--- src/rtl/frame_config_sequencer.sv ---
// Frame configuration sequencer: assembles header + per-row data words into FrameData and pulses one FrameStrobe bit.
// Optional trailer checksum stage is enabled by defining CONFIG_CRC_EN (adds err_crc output).
module frame_config_sequencer #(
    parameter int NumberOfCols    = 4,
    parameter int NumberOfRows    = 2,
    parameter int MaxFramesPerCol = 20,
    parameter int FrameBitsPerRow = 32,
    parameter int StrobeCycles    = 2
) (
    input  logic                                    CLK,
    input  logic                                    resetn,
    input  logic [31:0]                             s_data,
    input  logic                                    s_valid,
    output logic                                    s_ready,
    output logic [FrameBitsPerRow*NumberOfRows-1:0] FrameData,
    output logic [MaxFramesPerCol*NumberOfCols-1:0] FrameStrobe,
    output logic                                    busy,
    output logic                                    err_sync,
    output logic                                    err_addr,
`ifdef CONFIG_CRC_EN
    output logic                                    err_crc,
`endif
    output logic [15:0]                             frames_done
);

    localparam int DATA_W   = FrameBitsPerRow * NumberOfRows;
    localparam int STROBE_W = MaxFramesPerCol * NumberOfCols;
    localparam int ROW_W    = (NumberOfRows > 1) ? $clog2(NumberOfRows) : 1;
    localparam int SCNT_W   = (StrobeCycles > 1) ? $clog2(StrobeCycles) : 1;
    localparam logic [7:0] SYNC_BYTE = 8'hFA;

    typedef enum logic [2:0] {S_IDLE, S_LOAD, S_CHECK, S_STROBE, S_GAP} state_t;

    state_t              state_q, state_d;
    logic [ROW_W-1:0]    row_q, row_d;
    logic [7:0]          col_q, col_d;
    logic [7:0]          frame_q, frame_d;
    logic                discard_q, discard_d;
    logic [DATA_W-1:0]   data_q, data_d;
    logic [STROBE_W-1:0] strobe_q, strobe_d;
    logic [SCNT_W-1:0]   scnt_q, scnt_d;
    logic [15:0]         done_q, done_d;
    logic                err_sync_q, err_sync_d;
    logic                err_addr_q, err_addr_d;
`ifdef CONFIG_CRC_EN
    logic [31:0]         crc_q, crc_d;
    logic                err_crc_q, err_crc_d;
`endif

    logic        accept;
    logic        hdr_in_range;
    logic        last_row;
    logic        go_strobe;
    logic [31:0] strobe_idx;

    assign s_ready = resetn && (state_q == S_IDLE || state_q == S_LOAD || state_q == S_CHECK);
    assign accept  = s_valid && s_ready;
    assign hdr_in_range = (32'(s_data[23:16]) < NumberOfCols) && (32'(s_data[15:8]) < MaxFramesPerCol);
    assign last_row     = (row_q == ROW_W'(NumberOfRows - 1));
    assign strobe_idx   = 32'(col_q) * 32'(MaxFramesPerCol) + 32'(frame_q);

    always_comb begin
        state_d    = state_q;
        row_d      = row_q;
        col_d      = col_q;
        frame_d    = frame_q;
        discard_d  = discard_q;
        data_d     = data_q;
        strobe_d   = strobe_q;
        scnt_d     = scnt_q;
        done_d     = done_q;
        err_sync_d = err_sync_q;
        err_addr_d = err_addr_q;
        go_strobe  = 1'b0;
`ifdef CONFIG_CRC_EN
        crc_d      = crc_q;
        err_crc_d  = err_crc_q;
`endif
        case (state_q)
            S_IDLE: begin
                if (accept) begin
                    if (s_data[31:24] != SYNC_BYTE) begin
                        err_sync_d = 1'b1;
                    end else begin
                        col_d     = s_data[23:16];
                        frame_d   = s_data[15:8];
                        row_d     = '0;
                        discard_d = !hdr_in_range;
                        state_d   = S_LOAD;
                        if (!hdr_in_range) err_addr_d = 1'b1;
`ifdef CONFIG_CRC_EN
                        crc_d = s_data;
`endif
                    end
                end
            end
            S_LOAD: begin
                if (accept) begin
                    if (!discard_q) data_d[row_q*FrameBitsPerRow +: FrameBitsPerRow] = s_data;
                    row_d = row_q + 1'b1;
`ifdef CONFIG_CRC_EN
                    crc_d = crc_q ^ s_data;
                    if (last_row) state_d = S_CHECK;
`else
                    if (last_row) begin
                        if (discard_q) state_d = S_GAP;
                        else           go_strobe = 1'b1;
                    end
`endif
                end
            end
`ifdef CONFIG_CRC_EN
            S_CHECK: begin
                if (accept) begin
                    if (discard_q) begin
                        state_d = S_GAP;
                    end else if (s_data == crc_q) begin
                        go_strobe = 1'b1;
                    end else begin
                        err_crc_d = 1'b1;
                        state_d   = S_GAP;
                    end
                end
            end
`endif
            S_STROBE: begin
                scnt_d = scnt_q + 1'b1;
                if (scnt_q == SCNT_W'(StrobeCycles - 1)) begin
                    strobe_d = '0;
                    state_d  = S_GAP;
                end
            end
            S_GAP: begin
                state_d = S_IDLE;
            end
            default: begin
                state_d = S_IDLE;
            end
        endcase

        // Strobe is registered so it rises exactly one edge after the word that completes the frame.
        if (go_strobe) begin
            state_d  = S_STROBE;
            strobe_d = STROBE_W'(1) << strobe_idx;
            scnt_d   = '0;
            done_d   = done_q + 16'd1;
        end
    end

    always_ff @(posedge CLK) begin
        if (!resetn) begin
            state_q    <= S_IDLE;
            row_q      <= '0;
            col_q      <= '0;
            frame_q    <= '0;
            discard_q  <= 1'b0;
            data_q     <= '0;
            strobe_q   <= '0;
            scnt_q     <= '0;
            done_q     <= '0;
            err_sync_q <= 1'b0;
            err_addr_q <= 1'b0;
`ifdef CONFIG_CRC_EN
            crc_q      <= '0;
            err_crc_q  <= 1'b0;
`endif
        end else begin
            state_q    <= state_d;
            row_q      <= row_d;
            col_q      <= col_d;
            frame_q    <= frame_d;
            discard_q  <= discard_d;
            data_q     <= data_d;
            strobe_q   <= strobe_d;
            scnt_q     <= scnt_d;
            done_q     <= done_d;
            err_sync_q <= err_sync_d;
            err_addr_q <= err_addr_d;
`ifdef CONFIG_CRC_EN
            crc_q      <= crc_d;
            err_crc_q  <= err_crc_d;
`endif
        end
    end

    assign FrameData   = data_q;
    assign FrameStrobe = strobe_q;
    assign busy        = (state_q != S_IDLE);
    assign err_sync    = err_sync_q;
    assign err_addr    = err_addr_q;
    assign frames_done = done_q;
`ifdef CONFIG_CRC_EN
    assign err_crc     = err_crc_q;
`endif

endmodule

--- config.mk ---
export PLATFORM = sky130hd
export DESIGN_NAME = frame_config_sequencer
export DESIGN_NICKNAME = d
export VERILOG_FILES = /design/src/rtl/frame_config_sequencer.sv
export SDC_FILE = /design/constraint.sdc
export NUM_CORES = 1
export LEC_CHECK = 0
export ABC_AREA = 0
export BUFFER_PORTS_ARGS = -buffer_cell sky130_fd_sc_hd__buf_2
export CORE_ASPECT_RATIO = 0.7
export CORE_MARGIN = 2
export CORE_UTILIZATION = 40
export CTS_CLUSTER_DIAMETER = 120
export DETAILED_ROUTE_END_ITERATION = 10
export PLACE_DENSITY = 0.76
export SYNTH_ARGS = -nofsm -noshare
export SYNTH_HDL_FRONTEND = slang
export SYNTH_SLANG_ARGS = --single-unit
--- constraint.sdc ---
create_clock -name CLK -period 3.4 [get_ports CLK]
set_clock_uncertainty 0.2 [all_clocks]
set_input_delay 0.68 -clock CLK [delete_from_list [all_inputs] [get_ports CLK]]
set_output_delay 0.68 -clock CLK [all_outputs]
set_load 0.02 [all_outputs]
; After elaboration in Yosys (flattened, before gate mapping)
; Index checks and enable logic that the tools add are counted.
[word_totals]
out_inout_bits = 164
register_bits = 184
elab_cells = 83
[classes]
addsub = 5
muxes = 20
multipliers = 1
shifts = 3
n_reduce_logical = 20
n_eq_ne = 16
n_bitwise = 4
n_lt_le_gt_ge = 2
[op_table]
columns = cell, n
row1 = $mux 80, 3
row2 = $shl 1x14->80 const A, 1
row3 = $bwmux 64, 1
row4 = $shift 32x34->64 const A, 1
row5 = $shiftx 32x34->64, 1
row6 = $neg 6->34, 1
row7 = $mux 3, 6
row8 = $ne 3x3->1 const B, 6
row9 = $add 16x1->16 const B, 1
row10 = $add 13x8->14, 1
row11 = $ne 2x2->1 const B, 6
row12 = $reduce_and 6->1, 2
row13 = $mul 8x3->11 const B, 1
row14 = $pmux 3 s3, 1
row15 = $reduce_and 3->1, 3
row16 = $lt 8x3->1 const B, 1
row17 = $lt 8x5->1 const B, 1
row18 = $ne 8x8->1 const B, 1
row19 = $reduce_and 4->1, 2
row20 = $mux 1, 7
row21 = $eq 3x2->1 const B, 2
row22 = $reduce_bool 2->1, 3
row23 = $not 1->1, 4
row24 = $eq 3x1->1 const B, 1
row25 = other kinds (10), 14

; Longest topological paths before layout
[depth]
word_depth = 9
depth_mapped = 13
mapped_depth_nobuf = 12

; Least setup slack after synthesis
; Ideal clock, no wire load.
[synth_path]
path_type = reg2reg
start = register col_q[1]
end = register strobe_q[39], in the netlist FrameStrobe[39]
path_slack_ps = -20
setup_time_ps = 70
path_stages_with_launch = 12
arrival_time_ps = 3150
required_time_ps = 3130
cell_sequence = dfxtp_1 > ha_1 > ha_1 > inv_1 > fa_1 > xnor2_1 > ha_1 > or4_1 > a2111oi_4 > nand4_4 > buf_6 > o21ai_1
[synth_between]
elab_chain_cells = 4
[synth_rtl]
columns = element, line
row1 = "start, declared", 36  ; logic [7:0] col_q, col_d;
row2 = "start signal, assigned", 170  ; col_q <= col_d;
row3 = $mul 8x3->11, 60  ; assign strobe_idx = 32'(col_q) * 32'(MaxFramesPerCol) + 32'(frame_q);
row4 = $add 13x8->14, 60
row5 = $shl 1x14->80, 144  ; strobe_d = STROBE_W'(1) << strobe_idx;
row6 = $mux 80, 142  ; if (go_strobe) begin
row7 = "end signal, assigned", 174  ; strobe_q <= strobe_d;
row8 = "end, declared", 40  ; logic [STROBE_W-1:0] strobe_q, strobe_d;
; No other way between the ends.
; A chain may end at the register's enable or synchronous reset.

; Worst setup path after layout
[layout_path]
start = register col_q[1]
end = register strobe_q[56], in the netlist FrameStrobe[56]
; Same word-level chain as after synthesis.

==> out/metrics.yaml <==
outcome:
  run_status: "complete, no violations"
floorplanning:
  die_area_sq_um: 19500
  initial_core_util_pct: 40.8
  core_sq_um: 18000
  fp.dieW_um: 166
  rows: 41
  die_height_um: 117
  ioPinCount: 199
power:
  power_mw: 4.15
  powerDensity_nw_per_um2: 443
  ir_worst_vdd_mv: 0.311
  leakagePower_nw: 3.91
detailed_routing:
  drtIter0Drc: 429
  ant_nets: 0
  num_vias: 6581
  wire_per_inst_um: 16.3
  drt_wl_total_mm: 21.0
  viasPerCell: 5.12
  first_pass_iters: 5
  route.detailed.drc: 0
global_routing:
  grt_overflow_total: 0
  grt_max_degree: 96
  antenna_found_initial: 0
  first_global_vias: 6085
  grt_util_all_layers_pct: 20.2
  grt_pass1_wl_mm: 32.0
clocking:
  worstSkewPairLatency_ns: 0.43
  clkSlewWorstSetupHoldPaths_ns: 0.07
  cts_tree: "done"
  cts.sinks: 184
  ctsHoldBuffers: 0
  cts-root-buf: "clkbuf_16"
  clockBufferDepth: 2
  cts-htree-levels: 4
  cts_made_buffers: 17
worst_setup_path:
  critPathArrivalTime_ns: 3.48
  worstSetupPathType: "reg2reg"
  worst_setup_path_start_kind: "flip-flop"
  crit_fanout: 10
  cp-end-kind: "flip-flop"
  required_ns: 3.56
synthesis:
  syn_nets: 902
  synth_compound_area_share_pct: 18.0
  ys_seq_area_share_pct: 50.2
  ys_types: 48
  synth_cells: 846
  synth_top_cell_area_share_pct: 50.2
  synth_xor_area_share_pct: 2.15
  synthSimpleGateAreaFrac_pct: 22.7
  synthMuxAreaShare_pct: 0.136
  postSynthAreaPerCell_sq_um: 8.68
  synth_area_leader_cell: "dfxtp_1"
  synth_top_family_by_area: "simple AND/OR/NAND/NOR gates"
  synth_warnings: 0
  ys_ff_latch: 184
  synth_area_sq_um: 7340
  synth.top_cells.by_area: "dfxtp_1 50%, nand2_1 14%, a21boi_0 8.9%, o21ai_1 3.3%, ha_1 3.2%"
  synthAdderAreaFrac_pct: 3.78
layout:
  syn_to_final_growth_pct: 27.7
  final_common_cell: "nand2_1"
  nNetsFinal: 1093
  final_area_sq_um: 9380
  antenna_cells: 0
  drive_gt1_share_pct: 26.9
  mostFrequentLayoutCells: "265 x nand2_1, 198 x buf_2, 183 x dfxtp_1, 87 x a21boi_0, 55 x o21ai_1"
sta:
  fmax_ghz: 0.301
  period_minus_slack_ns: 3.32
  slew_violations: 0
  slew-limit-headroom_pct: 48.7
  timing.final.crit_share_pct: 97.7
  setup_ws_ns: 0.0778
  hold_viol: 0
  setup_viol: 0
  max_slew.worst_pin.slew_ns: 0.764
placed_design:
  gp_congestion: 0.833
  placed_cell_area_sq_um: 8600
  io_buffers: 198
  post-dp-hpwl_mm: 14.3
  post-place-ws_ns: -0.123
run:
  maxCapViolCount: 0
worst_hold_path:
  hp-class: "reg2reg"
-- state kept, by name, summed over array words and instances, names as in the netlist --
register,flops
frames_done,16
err_addr,1
state_q,3
err_sync,1
col_q,8
scnt_q,1
FrameStrobe,80
frame_q,8
last_row,1
FrameData,64
discard_q,1
-- power by group --
part / switching (mW) / leakage, nW / internal [mW]
logic: 0.0620 / 2.16 / 0.0376
clock network: 0.932 / 0.270 / 0.969
registers: 0.000770 / 1.48 / 2.15
-- layout make-up --
| cell class | count | area [sq um] |
|---|---|---|
| inverter | 8 | 30.0 |
| multi-input combinational | 611 | 3590 |
| clock inverter | 14 | 130 |
| clock buffer | 18 | 429 |
| fill | 1632 | 8630 |
| timing repair buffer | 215 | 1210 |
| sequential | 184 | 3690 |
| tap | 236 | 295 |
-- path summary, 6_finish.rpt --
kind	startpoint	endpoint	slack, ns	depth (start not counted)
setup / recovery	col_q[1]$_SDFFE_PN0P_	FrameStrobe[56]$_SDFFE_PN0P_	0.08	14
setup reg to reg	col_q[1]$_SDFFE_PN0P_	FrameStrobe[56]$_SDFFE_PN0P_	0.08	14
hold reg to reg	FrameStrobe[73]$_SDFFE_PN0P_	FrameStrobe[73]$_SDFFE_PN0P_	0.25	2
hold / removal	FrameStrobe[73]$_SDFFE_PN0P_	FrameStrobe[73]$_SDFFE_PN0P_	0.25	2
-- synthesized netlist by cell type (all sizes together) --
cell type  instances
a2111oi            1
a211o              1
a211oi             1
a21boi            87
a21o               2
a21oi             11
a311o              1
a31oi              1
and2              11
and3               3
and4bb             1
buf               10
clkbuf            36
dfxtp            184
fa                 2
ha                19
inv                8
mux2i              1
nand2            265
nand2b             2
nand3             16
nand3b             1
nand4             14
nor2               9
nor2b             10
nor3              13
nor4               2
nor4b              1
nor4bb             1
o21a               3
o21ai             90
o221ai             1
o22ai              2
o31ai              1
o32ai              1
or2                4
or3                8
or3b               1
or4                3
xnor2              9
xor2               9
-- kinds of logic after synthesis --
group | after synthesis
xor+xnor | 18
mux | 1
simple gates | 365
flops | 184
compound gates | 203
buf+inv | 54
fa+ha+maj | 21
-- critical path, stage by stage, from the launching register on --
cell	delay, ns
dfxtp_4	0.37
ha_4	0.27
ha_4	0.12
inv_1	0.05
fa_2	0.52
inv_1	0.06
ha_4	0.30
nand2_1	0.12
a211oi_1	0.25
nand4_1	0.17
o31ai_4	0.11
buf_12	0.20
nand4_4	0.12
buf_4	0.21
o21ai_1	0.15
-- layer usage --
| metal | global-route usage (%) | part of all wire (%) | vias to the layer above |
|---|---|---|---|
| li1 | - | - | 3246 |
| met1 | 27.5 | 47 | 3119 |
| met4 | 5.05 | 1.6 | 0 |
| met3 | 6.41 | 6.6 | 29 |
| met2 | 31.3 | 45 | 187 |
| met5 | 0 | 0 | - |
-- stage by stage --
| stage | setup TNS [ns] | hold slack, ns | utilization [%] | cells |
|---|---|---|---|---|
| 2_1_floorplan | 0 | 0.245 | - | 846 |
| 3_3_place_gp | 0 | 0.233 | 47.8 | 1244 |
| 3_5_place_dp | -3.43 | 0.239 | 47.8 | 1244 |
| 4_1_cts | -0.0204 | 0.249 | 51.1 | 1279 |
| 5_1_grt | -0.115 | 0.258 | 52.1 | 1286 |
| 6_report | 0 | 0.246 | 52.1 | 1286 |
-- what timing repair did --
item,in CTS,in global routing
endpoints found under the setup margin,78,78
cloned,0,4
pin swaps,4,9
buffers inserted,3,3
gates resized for setup,5,15
No activity file was read; power rests on OpenSTA's default activity.
